$ cat src/rtl/retro_catc_multi_if.sv
//------------------------------------------------------------------------------
// retro_catc_multi_if
// Bundles the rate, control and status signals of the multi-channel timing
// controller.
// Revision: 1.0
//------------------------------------------------------------------------------
`default_nettype none

interface retro_catc_multi_if #(
    parameter int Channels  = 2,
    parameter int AccWidth  = 32,
    parameter int DebtWidth = 8
);
    logic [Channels*AccWidth-1:0]  Increment;
    logic [Channels-1:0]           Enable;
    logic                          Delay;
    logic [Channels-1:0]           CatchUp;
    logic [Channels-1:0]           ClearOverrun;
    logic [Channels-1:0]           ClkEnOut;
    logic [Channels*DebtWidth-1:0] Debt;
    logic [Channels-1:0]           Overrun;

    modport master (
        output Increment, Enable, Delay, CatchUp, ClearOverrun,
        input  ClkEnOut, Debt, Overrun
    );

    modport slave (
        input  Increment, Enable, Delay, CatchUp, ClearOverrun,
        output ClkEnOut, Debt, Overrun
    );
endinterface

`default_nettype wire

$ cat src/rtl/retro_catc_multi.sv
//------------------------------------------------------------------------------
// retro_catc_multi
// Generates independent fractional-rate clock-enable streams from the core
// clock, with a shared stall, per-channel tick debt and catch-up bursts.
// Revision: 1.0
//------------------------------------------------------------------------------
`default_nettype none

module retro_catc_multi #(
    parameter int Channels  = 2,
    parameter int AccWidth  = 32,
    parameter int DebtWidth = 8
) (
    input wire Clk,
    input wire Reset,
    retro_catc_multi_if.slave bus
);

    localparam logic [DebtWidth-1:0] c_debtMax = '1;
    localparam logic [DebtWidth-1:0] c_debtOne = DebtWidth'(1);

    logic [Channels-1:0][AccWidth-1:0]  r_acc;
    logic [Channels-1:0][AccWidth-1:0]  w_accNext;
    logic [Channels-1:0][DebtWidth-1:0] r_debt;
    logic [Channels-1:0][DebtWidth-1:0] w_debtNext;
    logic [Channels-1:0][AccWidth:0]    w_sum;
    logic [Channels-1:0]                r_clkEn;
    logic [Channels-1:0]                r_overrun;
    logic [Channels-1:0]                w_overrunNext;
    logic [Channels-1:0]                w_tick;
    logic [Channels-1:0]                w_emit;

    always_comb begin
        w_sum         = '0;
        w_tick        = '0;
        w_emit        = '0;
        w_accNext     = r_acc;
        w_debtNext    = r_debt;
        w_overrunNext = r_overrun;
        for (int i = 0; i < Channels; i++) begin
            w_sum[i]  = {1'b0, r_acc[i]} + {1'b0, bus.Increment[i*AccWidth +: AccWidth]};
            w_tick[i] = bus.Enable[i] & w_sum[i][AccWidth];
            w_emit[i] = bus.Enable[i] & ~bus.Delay &
                        (w_tick[i] | (bus.CatchUp[i] & (r_debt[i] != '0)));
            // A disabled channel freezes both its phase and its debt.
            if (bus.Enable[i]) begin
                w_accNext[i] = w_sum[i][AccWidth-1:0];
                if (bus.Delay) begin
                    if (w_tick[i] && (r_debt[i] != c_debtMax))
                        w_debtNext[i] = r_debt[i] + c_debtOne;
                end else if (bus.CatchUp[i]) begin
                    if (!w_tick[i] && (r_debt[i] != '0))
                        w_debtNext[i] = r_debt[i] - c_debtOne;
                end else begin
                    w_debtNext[i] = '0;
                end
            end
            if (bus.Delay && w_tick[i] && (r_debt[i] == c_debtMax))
                w_overrunNext[i] = 1'b1;
            else if (bus.ClearOverrun[i])
                w_overrunNext[i] = 1'b0;
        end
    end

    always_ff @(posedge Clk or negedge Reset) begin
        if (!Reset) begin
            r_acc     <= '0;
            r_debt    <= '0;
            r_clkEn   <= '0;
            r_overrun <= '0;
        end else begin
            r_acc     <= w_accNext;
            r_debt    <= w_debtNext;
            r_clkEn   <= w_emit;
            r_overrun <= w_overrunNext;
        end
    end

    assign bus.ClkEnOut = r_clkEn;
    assign bus.Debt     = r_debt;
    assign bus.Overrun  = r_overrun;

endmodule

`default_nettype wire
$ cat src/flat_wrapper.sv
// flat-port wrapper written by rule: the top's interface ports become plain ports
module retro_catc_multi_flat 
#(
    parameter int Channels  = 2,
    parameter int AccWidth  = 32,
    parameter int DebtWidth = 8
)
  (Clk, Reset, bus_Increment, bus_Enable, bus_Delay, bus_CatchUp, bus_ClearOverrun, bus_ClkEnOut, bus_Debt, bus_Overrun);
  retro_catc_multi_if #(.Channels(Channels), .AccWidth(AccWidth), .DebtWidth(DebtWidth)) bus_i ();
  input wire Clk;
  input wire Reset;
  input wire logic [$bits(bus_i.Increment)-1:0] bus_Increment;
  input wire logic [$bits(bus_i.Enable)-1:0] bus_Enable;
  input wire logic [$bits(bus_i.Delay)-1:0] bus_Delay;
  input wire logic [$bits(bus_i.CatchUp)-1:0] bus_CatchUp;
  input wire logic [$bits(bus_i.ClearOverrun)-1:0] bus_ClearOverrun;
  output wire logic [$bits(bus_i.ClkEnOut)-1:0] bus_ClkEnOut;
  output wire logic [$bits(bus_i.Debt)-1:0] bus_Debt;
  output wire logic [$bits(bus_i.Overrun)-1:0] bus_Overrun;
  assign bus_i.Increment = bus_Increment;
  assign bus_i.Enable = bus_Enable;
  assign bus_i.Delay = bus_Delay;
  assign bus_i.CatchUp = bus_CatchUp;
  assign bus_i.ClearOverrun = bus_ClearOverrun;
  assign bus_ClkEnOut = bus_i.ClkEnOut;
  assign bus_Debt = bus_i.Debt;
  assign bus_Overrun = bus_i.Overrun;
  retro_catc_multi #(.Channels(Channels), .AccWidth(AccWidth), .DebtWidth(DebtWidth)) u_core (.Clk(Clk), .Reset(Reset), .bus(bus_i));
endmodule
$ cat config.mk
export PLATFORM = sky130hd
export DESIGN_NAME = retro_catc_multi_flat
export DESIGN_NICKNAME = d
export VERILOG_FILES = /design/src/rtl/retro_catc_multi_if.sv /design/src/rtl/retro_catc_multi.sv /design/src/flat_wrapper.sv
export SDC_FILE = /design/constraint.sdc
export NUM_CORES = 1
export LEC_CHECK = 0
export ABC_AREA = 1
export BUFFER_PORTS_ARGS = -buffer_cell sky130_fd_sc_hd__buf_2
export CORE_MARGIN = 2
export CORE_UTILIZATION = 55
export CTS_CLUSTER_SIZE = 40
export DETAILED_ROUTE_END_ITERATION = 10
export HOLD_SLACK_MARGIN = 0.02
export MAX_ROUTING_LAYER = met4
export PLACE_DENSITY = 0.81
export SLEW_MARGIN = 20
export SYNTH_ARGS = -nofsm -noshare
export SYNTH_HDL_FRONTEND = slang
export SYNTH_SLANG_ARGS = --single-unit
export TNS_END_PERCENT = 5
$ cat constraint.sdc
create_clock -name Clk -period 2.56 [get_ports Clk]
set_clock_uncertainty 0.1 [all_clocks]
set_input_delay 0.384 -clock Clk [delete_from_list [all_inputs] [get_ports Clk]]
set_output_delay 0.384 -clock Clk [all_outputs]
set_load 0.02 [all_outputs]
# Word-level counts from Yosys, hierarchy flattened
# Cells that the tools add are included.
[op_classes] n_addsub=6 n_eq_ne=8 n_mux=12 n_bitwise=11 reduce_logical=16
[ops] op="$add A32 B32 Y33" n=2
[ops] op="$mux W8" n=8
[ops] op="$add A8 B1 Y8 const B" n=2
[ops] op="$eq A8 B8 Y1 const B" n=2
[ops] op="$ne A8 B8 Y1 const B" n=2
[ops] op="$reduce_bool A8 Y1" n=2
[ops] op="$sub A8 B1 Y8 const B" n=2
[ops] op="$and A1 B1 Y1" n=8
[ops] op="$logic_and A1 B1 Y1" n=8
[ops] op="$ne A3 B2 Y1 const B" n=2
[ops] op="$reduce_and A3 Y1" n=2
[ops] op="$mux W1" n=4
[ops] op="$ne A2 B1 Y1 const B" n=2
[ops] op="$reduce_bool A2 Y1" n=2
[ops] op="$logic_not A1 Y1" n=2
[ops] op="$or A1 B1 Y1" n=2
[ops] op="$not A1 Y1" n=1
[totals] register_bits=84 input_bits=73 out_inout_bits=20 elab_cells=60

# Depth between registers and ports, before layout
# Gate-level depths: netlist of the first run.
[logic_depth] word_depth=7 mapped_depth=15

# Worst setup path before layout of the first run
# No wires, ideal clock.
[synth_timing] kind="input-to-reg" from="input bus_Increment[0]" to="register u_core.r_debt, in the netlist u_core.bus.Debt[5]" arrival_ps=2027 required_time_ps=2342 path_slack_ps=315 path_stages=14 path_buffers=0 cell_sequence="ha_1 -> fa_1 -> nand2_1 -> nand2_1 -> nand3_1 -> nand2_2 -> nand2_1 -> nand2_2 -> nand2_2 -> nand3_2 -> a21oi_4 -> nand2_4 -> nand2_1 -> nand2_1"
[synth_via] elab_chain_len=6 word_cells_on_any_way=8
[synth_lines] item="from (decl)" line_no="flat_wrapper.sv:12" text="input wire logic [$bits(bus_i.Increment)-1:0] bus_Increment;"
[synth_lines] item="$add A32 B32 Y33 (*)" line_no="retro_catc_multi.sv:41" text="w_sum[i] = {1'b0, r_acc[i]} + {1'b0, bus.Increment[i*AccWidth +: AccWidth]};"
[synth_lines] item="$and A1 B1 Y1 (*)" line_no="retro_catc_multi.sv:42" text="w_tick[i] = bus.Enable[i] & w_sum[i][AccWidth];"
[synth_lines] item="$logic_not A1 Y1" line_no="retro_catc_multi.sv:52" text="if (!w_tick[i] && (r_debt[i] != '0))"
[synth_lines] item="$logic_and A1 B1 Y1" line_no="retro_catc_multi.sv:52"
[synth_lines] item="$ne A3 B2 Y1 (no line)"
[synth_lines] item="$reduce_and A3 Y1 (no line) (*)"
[synth_lines] item="to (signal assigned)" line_no="retro_catc_multi.sv:73" text="r_debt <= w_debtNext;"
[synth_lines] item="to (decl)" line_no="retro_catc_multi.sv:24" text="logic [Channels-1:0][DebtWidth-1:0] r_debt;"
# Every way passes the cells marked *; elsewhere a longest branch is shown, timed or not.
# A chain may end at the register's enable or synchronous reset.

# Worst setup path after layout of the first run
[layout_timing] from="register u_core.r_acc[0] (netlist bit)" to="register u_core.r_debt, in the netlist u_core.bus.Debt[6]"
[layout_via] elab_chain_len=6 word_cells_on_any_way=8
[layout_lines] item="from (decl)" line_no="retro_catc_multi.sv:22" text="logic [Channels-1:0][AccWidth-1:0] r_acc;"
[layout_lines] item="from (signal assigned)" line_no="retro_catc_multi.sv:72" text="r_acc <= w_accNext;"
[layout_lines] item="$add A32 B32 Y33 (*)" line_no="retro_catc_multi.sv:41"
[layout_lines] item="$and A1 B1 Y1 (*)" line_no="retro_catc_multi.sv:42"
[layout_lines] item="$logic_not A1 Y1" line_no="retro_catc_multi.sv:52"
[layout_lines] item="$logic_and A1 B1 Y1" line_no="retro_catc_multi.sv:52"
[layout_lines] item="$ne A3 B2 Y1 (no line)"
[layout_lines] item="$reduce_and A3 Y1 (no line) (*)"
# Marked as above.

==> impl_metrics.yaml, run 1 <==
final_layout:
  n_antenna_cell: 0
  area_growth_pct: 12.4
  layout-drive-gt1-share: 0.132
  final_common_cell: "nand2_1"
  final_cell_mix: "403 x nand2_1, 114 x nor2_1, 104 x inv_1, 91 x buf_2, 84 x dfrtp_1"
  layout.nets: 1452
  nFillCells: 1353
setup_path:
  crit_chain: "ha_1 -> fa_1 -> nand2_1 -> nand2_1 -> nand3_1 -> nand2_2 -> nand2_1 -> nand2_2 -> nand2_2 -> nand3_2 -> a21oi_4 -> buf_4 -> nand3_1 -> nand2_1"
  path_buf_inv: 1
  cpPeakStageDelay_ns: 0.38
  end_kind: "flop"
  cpMostUsedCell: "nand2_1"
  r2r-end: "u_core.bus.Debt[6]"
  crit_fanout: 4
  cpLargestDelayFamily: "simple AND/OR/NAND/NOR gates"
  crit_path_start_kind: "flop"
  slowest_stage: "dfrtp_1"
  rr_startpoint: "u_core.r_acc[0]"
  reg2reg_depth: 14
  arrival_ns: 2.57
  reg2reg_slack_ns: 0.18
  crit_type: "reg -> reg"
  required_ns: 2.75
routing:
  drt-pass1-iter-count: 7
  viasPerCell: 5.49
  route.detailed.drc: 0
  antenna_left: 0
  drt_iter0_drc: 556
  wl_per_cell_um: 14.2
  vias: 8181
  drt_wl_total_um: 21200
yosys:
  synth_area_um2: 7940
  yosysTopAreaCell: "dfrtp_1"
  ys_ff_latch: 84
  yosysSeqAreaShare: 0.265
  synthArstFlopShare: 1.00
  syn_area_per_cell_um2: 6.55
  synth_nets: 1357
  synth_top_area_frac: 0.265
  synth_edf_count: 0
  ys_top_cells_by_area: "dfrtp_1 26%, nand2_1 19%, ha_1 11%, nor2_1 5.4%, a21oi_1 5.0%"
  ys.flop_type: "dfrtp_1"
  synth_cell_types: 42
  syn_inst: 1212
  ys_warn_count: 0
die:
  start_util: 0.567
  fp.dieArea_um2: 15400
  ios: 93
  core_um2: 14000
  die_w_um: 124
  row_count: 43
  dieHeight_um: 124
power:
  p_int_mw: 5.23
  p_per_area_nw_per_um2: 1200
  peakVddDrop_uv: 607
  switching_share: 0.510
  p_comb_frac: 0.654
  clkPwrFrac: 0.119
  p_leak_nw: 4.68
  seqPwrFrac: 0.227
  p_sw_mw: 5.45
hold_path:
  min_path_cells: 2
  min-delay-start: "bus_ClearOverrun[0]"
  min_path_type: "in -> reg"
  min_to: "u_core.bus.Overrun[0]"
timing:
  timing.final.ws_setup_ns: 0.181
  worst_pin_slew_ns: 0.682
  layout_min_cycle_time_ns: 2.38
  setup_violations: 0
  setup-tns-final_ns: 0
  finalHoldViolCount: 0
  max_freq_mhz: 420
  finalCritPeriodShare: 0.929
  drv_slew: 0
  rsz0062_at_grt: "false"
  maxSlewHeadroom: 0.543
clocking:
  cts-root-buf: "clkbuf_16"
  clock_sinks: 84
  clk_latency_ns: 0.35
  clkTransAtPathRegs_ns: 0.06
  numCtsBuffers: 9
  cts_buffer_depth: 2
  cts_tree: "built"
  cts_setup_buffers: 0
  h-tree-depth: 3
global_route:
  track_usage: 0.299
  grt_max_degree: 49
  antenna_found_initial: 0
  grt_pass1_vias: 7848
  overflow: 0
  grt_pass1_wl_um: 35600
flow_run:
  maxCapViolations: 0
placed_design:
  numPortBuffers: 92
  dp_slack_ns: 0.0451
  gp_congestion: 1.01
  dp_hpwl_um: 16800
run_status:
  outcome: "finished, final reports clean"
-- cells by family after synthesis --
group | Yosys count | share of synthesized area
adder cells (fa/ha/maj) | 72 | 0.115
buffers and inverters | 132 | 0.0634
flip-flops | 84 | 0.265
AND/OR/NAND/NOR | 683 | 0.372
AO/OA/AOI/OAI | 204 | 0.143
XOR/XNOR | 37 | 0.0408
-- sequential cells by signal (all words and copies together), names as in the netlist --
name,cells
u_core.bus.ClkEnOut,2
u_core.bus.Debt,16
u_core.bus.Overrun,2
u_core.r_acc,64
-- power groups by stage --
stage | clock (mW) | sequential (mW) | combinational [mW]
2_1_floorplan | 0 | 2.40 | 5.30
3_3_place_gp | 0 | 2.41 | 6.73
3_5_place_dp | 0 | 2.43 | 6.86
4_1_cts | 1.29 | 2.42 | 6.90
5_1_grt | 1.34 | 2.52 | 7.93
6_report | 1.27 | 2.43 | 6.98
-- synth_stat cells (10+ instances only) --
library cell	n
o22ai_1	10
dfrtp_1	84
nand2_1	403
nor2_1	114
clkbuf_1	13
xor2_1	18
inv_1	104
ha_1	70
o21ai_0	74
xnor2_1	19
nand2_2	21
nand3_1	72
nand3b_1	17
a21oi_1	80
nor3_1	11
nand4_1	19
-- metal layers --
layer	part of all wire	global-route usage
met3	0.048	0.0375
met2	0.48	0.504
met1	0.45	0.371
met5	0	-
met4	0.023	0.0997
-- what timing repair did --
| action | CTS | global route |
|---|---|---|
| hold buffers | 1 | 0 |
| resized for setup | 0 | 0 |
| endpoints found under the hold margin | 45 | 0 |
-- per-stage QoR --
stage	hold slack [ns]	power [mW]	std cells	utilization	area, um2
global placement	0.350	9.15	1475	0.617	8630
global route	0.129	11.8	1491	0.638	8920
CTS	0.116	10.6	1491	0.638	8920
finish	0.119	10.7	1491	0.638	8920
detailed placement	0.349	9.30	1475	0.617	8630
floorplan	-0.0116	7.70	1212	-	7940
-- worst max path at each step --
| stage | from | to | slack, ns | cells after the start |
|---|---|---|---|---|
| 6_report | u_core.r_acc[0] | u_core.bus.Debt[6] | 0.18 | 14 |
| 5_1_grt | u_core.r_acc[32] | u_core.bus.Debt[14] | 0.01 | 14 |
| 4_1_cts | u_core.r_acc[0] | u_core.bus.Debt[6] | 0.17 | 14 |
| 3_5_place_dp | bus_Increment[0] | u_core.bus.Debt[6] | 0.05 | 15 |
| 3_3_place_gp | bus_Increment[0] | u_core.bus.Debt[5] | 0.11 | 15 |
| 2_1_floorplan | bus_Increment[0] | u_core.bus.Debt[5] | 0.32 | 14 |
-- final cells by class --
type / count / area, um2 / share of cell area
timing repair buffer: 103 / 561 / 0.0628
tap: 180 / 225 / 0.0252
sequential: 84 / 2100 / 0.236
inverter: 113 / 424 / 0.0476
clock inverter: 4 / 25.0 / 0.00281
multi-input combinational: 996 / 5330 / 0.598
clock buffer: 11 / 253 / 0.0283
Power figures use the tool's default switching activity.
==> inputs of run 2 (changes only) <==
- CAP_MARGIN: not set -> 5
- clock period: 2.56 -> 2.51 ns (I/O delays scaled with it)
==> run 2 against run 1 <==
  * Cell count grew 0.34%
  * Hold slack lost 0.0013 ns
  * Sequential cell count did not move
  * Setup slack got worse by 0.046 ns
  * Die area unchanged
  * Via count is 0.23% lower
  * Fmax is 0.19% higher
  * Register-to-register slack lost 0.05 ns
  * Design area rose by 0.73%
  * First-iteration DRC count down 10%
  * Largest cell class unchanged
  * Largest power group unchanged
  * Highest routed layer unchanged
==> impl_metrics.yaml, run 2 (synthesis gave the netlist of run 1 again) <==
placed_design:
  numPortBuffers: 92
  dp_hpwl_um: 16500
  placedCellCount: 1478
  gp_congestion: 1.02
  dp_slack_ns: 0.0418
  dpl_cell_area_um2: 8650
die:
  start_util: 0.567
  fp.dieArea_um2: 15400
  ios: 93
  core_um2: 14000
  die_w_um: 124
  row_count: 43
  dieHeight_um: 124
timing:
  maxSlewHeadroom: 0.545
  max_freq_mhz: 421
  timing.final.ws_setup_ns: 0.136
  drv_slew: 0
  worst_pin_slew_ns: 0.683
  fin_hold_ws_ns: 0.118
  setup_violations: 0
  layout_min_cycle_time_ns: 2.37
  setup-tns-final_ns: 0
  rsz0062_at_grt: "true"
  finalHoldViolCount: 0
  finalCritPeriodShare: 0.946
clocking:
  clock_sinks: 84
  cts_tree: "built"
  numCtsBuffers: 9
  h-tree-depth: 3
  cts-root-buf: "clkbuf_16"
  clkTransAtPathRegs_ns: 0.06
  cts_buffer_depth: 2
  clk_latency_ns: 0.35
routing:
  route.detailed.drc: 0
  wl_per_cell_um: 14.0
  drt-pass1-iter-count: 5
  viasPerCell: 5.46
  drt_iter0_drc: 499
  vias: 8162
  drt_wl_total_um: 20900
  antenna_left: 0
setup_path:
  required_ns: 2.70
  crit_path_start_kind: "flop"
  crit_fanout: 5
  arrival_ns: 2.56
  crit_type: "reg -> reg"
  end_kind: "flop"
  reg2reg_slack_ns: 0.14
hold_path:
  min_path_type: "in -> reg"
global_route:
  overflow: 0
  grt_max_degree: 49
  antenna_found_initial: 0
  track_usage: 0.293
  grt_pass1_wl_um: 35000
  grt_pass1_vias: 7662
final_layout:
  final_common_cell: "nand2_1"
  area_growth_pct: 13.2
  largest_reg_flops: 64
  final_area_um2: 8980
  final_cell_mix: "403 x nand2_1, 114 x nor2_1, 104 x inv_1, 91 x buf_2, 84 x dfrtp_1"
  n_antenna_cell: 0
  layout-drive-gt1-share: 0.133
  top_register: "u_core.r_acc"
  layout.nets: 1456
  final_util: 0.642
  fin_cells: 1496
power:
  p_leak_nw: 4.71
  finalPower_mw: 11.0
  p_per_area_nw_per_um2: 1220
  peakVddDrop_uv: 609
flow_run:
  maxCapViolations: 0
run_status:
  outcome: "finished, final reports clean"
run 2: changes by cell type in the layout (fill, tap and decap cells not counted), moves of 2 or more:
cell	change
clkinvlp_4	-2
clkinv_2	-2
buf_4	+3
clkbuf_1	+4
run 2: final timing paths:
path,end,from,depth (start not counted)
worst max register to register,u_core.bus.Debt[0],u_core.r_acc[0],14
worst max-delay path,u_core.bus.Debt[0],u_core.r_acc[0],14
worst min register to register,u_core.r_acc[32],u_core.r_acc[32],2
max in group asynchronous,u_core.bus.Overrun[0],Reset,3
min in group asynchronous,u_core.r_acc[39],Reset,2
worst min-delay path,u_core.bus.Overrun[0],bus_ClearOverrun[0],2
run 2: area by class of cell:
type                       instances  area [um2]
inverter                         113         424
clock inverter                     1        30.0
tap                              180         225
sequential                        84        2100
multi-input combinational        996        5330
fill                            1317        5000
timing repair buffer             107         603
clock buffer                      15         268
run 2: what timing repair did:
item / 4_1_cts / 5_1_grt
hold buffers: 1 / 0
gates resized for setup: 0 / 1
endpoints found under the setup margin: 0 / 13
buffers inserted: 0 / 1
endpoints found under the hold margin: 47 / 0
run 2: layer usage:
metal	vias to the layer above	track usage	share of wire	routed length, um
li1	4202	-	-	-
met1	3723	0.372	0.46	9610
met2	203	0.497	0.48	10000
met3	34	0.0279	0.039	824
met4	0	0.0892	0.020	426
met5	-	-	0	0
run 2: power by group:
group	total (mW)	switching (mW)	internal [mW]
Sequential	2.45	0.478	1.98
Clock	1.37	0.546	0.828
Combinational	7.18	4.49	2.69
Total	11.0	5.51	5.50
run 2: worst max-delay path, cell delays in order (launching register included):
cell,delay [ns]
dfrtp_1,0.38
ha_1,0.20
fa_1,0.41
nand2_1,0.10
nand2_1,0.06
nand3_1,0.11
nand2_2,0.08
nand2_1,0.07
nand2_2,0.08
nand2_2,0.10
nand3_2,0.09
a21oi_4,0.23
buf_4,0.18
nand3_1,0.07
nand2_1,0.07
==> inputs of run 3 (changes only) <==
- CELL_PAD_IN_SITES_DETAIL_PLACEMENT: not set -> 1
- CELL_PAD_IN_SITES_GLOBAL_PLACEMENT: not set -> 2
- CORE_UTILIZATION: 55 -> 33
- PLACE_DENSITY: 0.81 -> 0.87
==> run 3 against run 2 <==
  * Cell count grew 10%
  * Via count rose by 0.32%
  * Sequential cell count stayed put
  * Clock power grew 4%
  * Sequential share of layout area down 0.72 points
  * Power grew 4.7%
  * Register-to-register slack got worse by 0.02 ns
  * Setup slack got worse by 0.020 ns
  * Critical path depth is the same
  * Routed wire length is 26% higher
  * Largest power group unchanged
  * Highest routed layer unchanged
==> impl_metrics.yaml, run 3 (synthesis gave the netlist of run 1 again) <==
run_status:
  outcome: "finished, final reports clean"
clocking:
  cts-root-buf: "clkbuf_16"
  clock_sinks: 84
  clkTransAtPathRegs_ns: 0.07
  clk_latency_ns: 0.36
  h-tree-depth: 3
  cts_tree: "built"
  numCtsBuffers: 9
  cts_buffer_depth: 2
placed_design:
  placedCellCount: 1625
  numPortBuffers: 92
  dp_slack_ns: -0.0459
  gp_congestion: 0.888
  dp_hpwl_um: 21600
setup_path:
  rr_startpoint: "u_core.r_acc[0]"
  slowest_stage: "dfrtp_1"
  crit_chain: "ha_4 -> fa_2 -> nand2_2 -> nand2_1 -> nand3_2 -> nand2_2 -> nand2_2 -> nand2_2 -> nand2_2 -> nand3_2 -> a21oi_4 -> nand2_4 -> nand2_1 -> nand2_1"
  crit_path_start_kind: "flop"
  r2r-end: "u_core.bus.Debt[2]"
  required_ns: 2.66
  arrival_ns: 2.55
  crit_type: "reg -> reg"
  crit_fanout: 8
  cpPeakStageDelay_ns: 0.41
  cpMostUsedCell: "nand2_2"
  end_kind: "flop"
  reg2reg_slack_ns: 0.12
  reg2reg_depth: 14
routing:
  wl_met3_um: 537
  viasPerCell: 4.97
  antenna_left: 0
  wl_per_cell_um: 16.0
  drt_wl_total_um: 26400
  vias: 8188
  drt-pass1-iter-count: 4
  top_layer: "met4"
  drt_iter0_drc: 290
  route.detailed.drc: 0
  met1Wirelength_um: 12300
  wl_met2_um: 13100
flow_run:
  maxCapViolations: 0
timing:
  layout_min_cycle_time_ns: 2.39
  worst_pin_slew_ns: 0.552
  max_freq_mhz: 418
  timing.final.ws_setup_ns: 0.115
  maxSlewHeadroom: 0.632
  finalHoldViolCount: 0
  finalCritPeriodShare: 0.954
  setup_violations: 0
  fin_hold_ws_ns: 0.101
  drv_slew: 0
  setup-tns-final_ns: 0
die:
  start_util: 0.337
  ios: 93
  fp.dieArea_um2: 25300
  row_count: 56
  die_w_um: 159
  core_um2: 23500
  dieHeight_um: 159
power:
  p_leak_nw: 4.76
  peakVddDrop_uv: 363
  p_per_area_nw_per_um2: 1240
global_route:
  overflow: 0
  track_usage: 0.218
  grt_max_degree: 40
  grt_pass1_vias: 8713
  antenna_found_initial: 0
  grt_pass1_wl_um: 43800
final_layout:
  fin_cells: 1646
  area_growth_pct: 16.8
  top_register: "u_core.r_acc"
  largest_reg_flops: 64
  multi_input_area_um2: 5370
  nFillCells: 3176
  final_cell_mix: "401 x nand2_1, 113 x nor2_1, 104 x inv_1, 91 x buf_2, 84 x dfrtp_1"
  final_common_cell: "nand2_1"
  seqCellArea_um2: 2100
  layout.nets: 1467
  n_antenna_cell: 0
  layout-drive-gt1-share: 0.149
  final_util: 0.394
hold_path:
  min-delay-start: "bus_ClearOverrun[0]"
  min_path_cells: 2
  min_to: "u_core.bus.Overrun[0]"
  min_path_type: "in -> reg"
-- run 3: changes by cell type in the layout (fill, tap and decap cells not counted), sizes merged --
cell      delta
clkinv       +2
buf         +11
inv          +1
clkinvlp     +2
clkbuf       -5
-- run 3: timing repair --
item / CTS / global route
hold buffers: 1 / 0
endpoints found under the setup margin: 0 / 19
buffers inserted: 0 / 4
resized for setup: 0 / 13
hold endpoints to repair: 36 / 0
-- run 3: power breakdown --
part	switching, mW	internal, mW
clock	0.647	0.774
combinational	4.79	2.82
sequential	0.521	1.97
total	5.95	5.57
-- run 3: how the worst max path moves through the flow --
stage | start | endpoint | slack (ns) | depth (start not counted)
2_1_floorplan | bus_Increment[0] | u_core.bus.Debt[5] | 0.27 | 14
3_3_place_gp | bus_Increment[32] | u_core.bus.Debt[12] | 0.05 | 15
3_5_place_dp | bus_Increment[0] | u_core.bus.Debt[2] | -0.05 | 15
4_1_cts | u_core.r_acc[0] | u_core.bus.Debt[2] | 0.04 | 15
5_1_grt | u_core.r_acc[0] | u_core.bus.Debt[4] | -0.01 | 14
6_report | u_core.r_acc[0] | u_core.bus.Debt[2] | 0.12 | 14
-- run 3: cell type report --
class / instances / share of cell area
Clock buffer: 10 / 0.0247
Multi-Input combinational cell: 996 / 0.579
Sequential cell: 84 / 0.227
Timing Repair Buffer: 118 / 0.0734
Inverter: 113 / 0.0458
Tap cell: 319 / 0.0431
Clock inverter: 6 / 0.00688
-- run 3: layer usage --
layer | vias to the layer above | global-route usage
li1 | 4202 | -
met1 | 3863 | 0.264
met2 | 94 | 0.389
met3 | 29 | 0.0214
met4 | 0 | 0.0570
met5 | - | -
-- run 3: critical path: cells and delay by family (launching register included) --
family          cells  cell delay [ns]
simple gates       11             0.95
fa+ha+maj           2             0.59
compound gates      1             0.24
flops               1             0.41
-- run 3: metrics by stage --
step / power, mW / instance area (um2)
finish: 11.5 / 9270
global placement: 9.84 / 8880
detailed placement: 10.0 / 8880
global route: 12.7 / 9270
CTS: 11.5 / 9180
floorplan: 7.86 / 7940
